[src/rtl/univ_shift_reg.sv]
// Universal shift register with single-step ops and a counted burst engine.
// Bursts repeat one shift/rotate a latched number of times, then pulse done.
//
// state   | meaning
// --------+--------------------------------------------------------------
// S_IDLE  | direct ops under en; a start with a shift/rotate mode arms a burst
// S_SHIFT | one step of the latched mode per edge; all inputs but sin_* ignored
// S_DONE  | single-cycle completion pulse; start is ignored here
module univ_shift_reg #(
   parameter int WIDTH = 8,
   parameter int AMTW  = $clog2(WIDTH) + 1
) (
   input  logic             clk,
   input  logic             reset,
   input  logic             en,
   input  logic [2:0]       mode,
   input  logic [WIDTH-1:0] d,
   input  logic             sin_l,
   input  logic             sin_r,
   input  logic             start,
   input  logic [AMTW-1:0]  amt,
   output logic [WIDTH-1:0] q,
   output logic             sout_msb,
   output logic             sout_lsb,
   output logic             busy,
   output logic             done
);

   typedef enum logic [1:0] {
      S_IDLE  = 2'd0,
      S_SHIFT = 2'd1,
      S_DONE  = 2'd2
   } state_e;

   localparam logic [AMTW-1:0] AMT_MAX = AMTW'(WIDTH);
   localparam logic [AMTW-1:0] AMT_ONE = AMTW'(1);

   state_e           state_q, state_d;
   logic [WIDTH-1:0] q_q, q_d;
   logic [AMTW-1:0]  cnt_q, cnt_d;
   logic [2:0]       mode_q, mode_d;
   logic [AMTW-1:0]  amt_sat;

   function automatic logic [WIDTH-1:0] apply_op(
      input logic [2:0]       op,
      input logic [WIDTH-1:0] cur,
      input logic [WIDTH-1:0] ld,
      input logic             sl,
      input logic             sr
   );
      logic [WIDTH-1:0] res;
      res = cur;
      case (op)
         3'b001:  res = {cur[WIDTH-2:0], sr};
         3'b010:  res = {sl, cur[WIDTH-1:1]};
         3'b011:  res = {cur[WIDTH-2:0], cur[WIDTH-1]};
         3'b100:  res = {cur[0], cur[WIDTH-1:1]};
         3'b101:  res = ld;
         3'b110:  res = {cur[WIDTH-1], cur[WIDTH-1:1]};
         3'b111:  res = '0;
         default: res = cur;
      endcase
      return res;
   endfunction

   // hold, load and clear have no meaning as repeated steps, so they never arm a burst
   function automatic logic is_burst(input logic [2:0] op);
      return op inside {3'b001, 3'b010, 3'b011, 3'b100, 3'b110};
   endfunction

   assign amt_sat = (amt > AMT_MAX) ? AMT_MAX : amt;

   always_ff @(posedge clk or negedge reset) begin
      if (!reset) begin
         state_q <= S_IDLE;
         q_q     <= '0;
         cnt_q   <= '0;
         mode_q  <= '0;
      end else begin
         state_q <= state_d;
         q_q     <= q_d;
         cnt_q   <= cnt_d;
         mode_q  <= mode_d;
      end
   end

   always_comb begin
      state_d = state_q;
      q_d     = q_q;
      cnt_d   = cnt_q;
      mode_d  = mode_q;
      unique case (state_q)
         S_IDLE: begin
            if (start && is_burst(mode)) begin
               mode_d  = mode;
               cnt_d   = amt_sat;
               state_d = (amt_sat != '0) ? S_SHIFT : S_DONE;
            end else if (en) begin
               q_d = apply_op(mode, q_q, d, sin_l, sin_r);
            end
         end
         S_SHIFT: begin
            q_d   = apply_op(mode_q, q_q, d, sin_l, sin_r);
            cnt_d = cnt_q - AMT_ONE;
            if (cnt_q == AMT_ONE) state_d = S_DONE;
         end
         S_DONE:  state_d = S_IDLE;
         default: state_d = S_IDLE;
      endcase
   end

   always_comb begin
      busy = (state_q == S_SHIFT);
      done = (state_q == S_DONE);
   end

   assign q        = q_q;
   assign sout_msb = q_q[WIDTH-1];
   assign sout_lsb = q_q[0];

endmodule
[config.mk]
export PLATFORM = sky130hd
export DESIGN_NAME = univ_shift_reg
export DESIGN_NICKNAME = d
export VERILOG_FILES = /design/src/rtl/univ_shift_reg.sv
export SDC_FILE = /design/constraint.sdc
export NUM_CORES = 1
export LEC_CHECK = 0
export BUFFER_PORTS_ARGS = -buffer_cell sky130_fd_sc_hd__clkbuf_2
export CAP_MARGIN = 20
export CELL_PAD_IN_SITES_DETAIL_PLACEMENT = 0
export CELL_PAD_IN_SITES_GLOBAL_PLACEMENT = 1
export CORE_UTILIZATION = 44
export CTS_BUF_LIST = sky130_fd_sc_hd__clkbuf_2 sky130_fd_sc_hd__clkbuf_4 sky130_fd_sc_hd__clkbuf_8
export CTS_CLUSTER_DIAMETER = 100
export DETAILED_ROUTE_END_ITERATION = 7
export PLACE_DENSITY_LB_ADDON = 0.05
export SLEW_MARGIN = 10
export SYNTH_ARGS = -nofsm -noshare
export SYNTH_HDL_FRONTEND = slang
export SYNTH_SLANG_ARGS = --single-unit
[constraint.sdc]
create_clock -name clk -period 4.2 [get_ports clk]
set_input_delay 0.42 -clock clk [delete_from_list [all_inputs] [get_ports clk]]
set_output_delay 0.42 -clock clk [all_outputs]
set_load 0.05 [all_outputs]
==> metrics.md <==
| Metric | Value |
|---|---|
| Seq pwr share | `29.3%` |
| Post-layout min period | `2.45 ns` |
| Worst-Skew Late Latency | `0.31 ns` |
| DIE WIDTH | `59.2 µm` |
| WS Path Type | `reg2out` |
| Vias in the first global route | `1332` |
| Hold Buf Count CTS | `0` |
| Gr usage total | `25.0%` |
| Setup_tns | `0 ns` |
| Placed cell area | `0.00158 mm²` |
| Synth async-reset ratio | `100%` |
| Final core occ | `52.2%` |
| Final instance area | `0.00161 mm²` |
| Post-route ant nets | `0` |
| EDFF count, synth | `0` |
| Hold crit path type | `in2async` |
| Tcrit/Tclk final | `58.2%` |
| RSZ-0062 raised after global routing | `false` |
| First-pass GRT wire length | `6530 µm` |
| Register area share after synthesis | `29.6%` |
| Final Net Count | `214` |
| CORE AREA | `0.00308 mm²` |
| Final Hold Viols | `0` |
| Vias | `1537` |
| Slew Viols, Final | `0` |
| Worst Setup End Kind | `primary output` |
| Clock group share of total power | `7.6%` |
| CTS tree | `built` |
| Req. time, crit path | `3.78 ns` |
| Crit-path max FO | `15` |
| Grt ovf | `0` |
| Post-DP HPWL | `2820 µm` |
| Cells after synthesis | `170` |
| Die H | `59.2 µm` |
| Synthesized flop and latch total | `17` |
| F_max | `409 MHz` |
| Dominant cell type by area after synthesis | `dfrtp_1` |
| Area growth syn-to-layout | `11.7%` |
| Starting Density | `46.7%` |
| Critical path launch point type | `register` |
| VDD IR max | `0.414 mV` |
| Clk pin slew, worst setup/hold paths | `0.13 ns` |
| Switch Pwr | `770 µW` |
| Distinct cells, synth | `48` |
| Antenna diodes | `0` |
| CTS HTree Levels | `1` |
| DRC viols | `0` |
| Initial antenna violation count | `0` |
| Area contributors post-synth | `dfrtp_1 (30%), a22o_1 (6.1%), a21o_1 (5.2%), a221oi_1 (4.9%), nor3b_1 (4.7%)` |
| Sw Ratio | `56.4%` |
| Routed length per instance | `17.7 µm` |
| Skew final | `0.00229 ns` |
| Max-cap viol count | `0` |
| LEAKAGE | `0.000698 µW` |
| Status | `completed` |
| Boundary pin count | `33` |
| CTS-repair resized insts | `0` |
| RD Place Congestion | `0.825` |
| Mapped cell area | `0.00144 mm²` |
| Die area | `0.00350 mm²` |
| Logic pwr share | `63.1%` |
| Top-count cell post-synth | `dfrtp_1` |
| Area share of the largest cell type after synthesis | `29.6%` |
| Via density | `6.57` |
| Final wirelength | `4140 µm` |
| Fraction of layout cells with a size suffix above 1 | `22.1%` |
| Syn nets | `193` |
| Slew headroom | `55.4%` |
| Number of port buffers | `32` |
| Row count | `20` |
| Initial DRC Count | `94` |
| Postcts setup bufs | `0` |
| Largest net degree at the start of global routing | `21` |
| PD cells | `850 mW/mm²` |
| DRT Pass-1 Iters | `4` |
| Sinks on Clock Net | `17` |
| Pint | `596 µW` |
| CTS buffer count | `3` |
| Overall Power | `1370 µW` |
| CTS max path bufs | `2` |
| Yosys warning count | `0` |
| Worst Path Arrival | `2.03 ns` |
| Synth cell count leaders | `dfrtp_1 (17), clkbuf_1 (11), a21o_1 (10), a22o_1 (10), nor3b_1 (9)` |
| Final Setup Violations | `0` |
| Root buffer cell | `clkbuf_4` |
| Top FF cell, synth | `dfrtp_1` |
| Mapped Avg Cell Area | `8.46 µm²` |
| Slew @ Worst Pin | `0.668 ns` |
## critical path, stage by stage (launching register included)
cell      delay [ns]
dfrtp_1         0.50
nand2b_1        0.47
inv_2           0.40
clkbuf_2        0.34
## stage by stage
stage          worst slack [ns]  hold WS (ns)  instances
2_1_floorplan              2.09         0.124        170
3_3_place_gp               1.99         0.387        230
3_5_place_dp               1.95         0.393        230
4_1_cts                    1.78        0.0487        234
5_1_grt                    1.66        0.0524        234
6_report                   1.75        0.0340        234
## registers in the layout (all words and copies together) (netlist names)
name / cells
cnt_q: 4
q: 8
state_q: 2
mode_q: 3
## cell families after synthesis
group                    after synthesis  synth area share (%)
AO/OA/AOI/OAI                         78                  39.3
XOR/XNOR                               1                 0.609
buffers and inverters                 23                  7.14
multiplexers                           3                  2.26
adder cells (fa/ha/maj)                2                  1.74
AND/OR/NAND/NOR                       46                  19.3
flip-flops                            17                  29.6
## placed cells by master, fill, tap and decap left out, types with 7 or more instances in the layout
cell type,instances
clkbuf_2,32
dfrtp_1,17
a22o_1,10
a21o_1,10
nor3b_1,9
o21ai_1,8
a221oi_1,8
o31ai_1,8
nor2_1,7
nand2_1,7
## layout make-up
cell class,count,area [µm²]
multi-input cells,130,910
inverters,7,26.3
well taps,44,55.1
flip-flops and latches,17,425
clock inverters,1,7.51
fillers,310,1470
clock buffers,3,22.5
repair buffers,32,160
## final timing paths
kind	from	to	slack, ns	depth (start not counted)
max	state_q[1]	busy	1.75	3
min	reset	mode_q[0]	0.03	1
max reg2reg	mode_q[2]	q[5]	2.11	4
min in group clk	sin_r	q[0]	0.40	3
min reg2reg	cnt_q[0]	cnt_q[0]	0.53	1
max in group asynchronous	reset	cnt_q[0]	3.85	1
## per-layer routing
layer / share of wire, % / up-vias / track usage, % / wire [µm]
li1: - / 711 / - / -
met1: 50 / 751 / 39.5 / 2070
met2: 43 / 65 / 34.3 / 1780
met3: 5.5 / 10 / 3.06 / 227
met4: 1.5 / 0 / 9.52 / 64
met5: 0 / - / 0 / 0
## power groups by stage
stage	clock, µW	combinational [µW]	sequential, µW
after floorplan	0	605	454
after global placement	0	847	396
after detailed placement	0	851	398
after CTS	102	856	394
after global routing	110	930	415
final	104	862	400
Power figures use the tool's default switching activity.
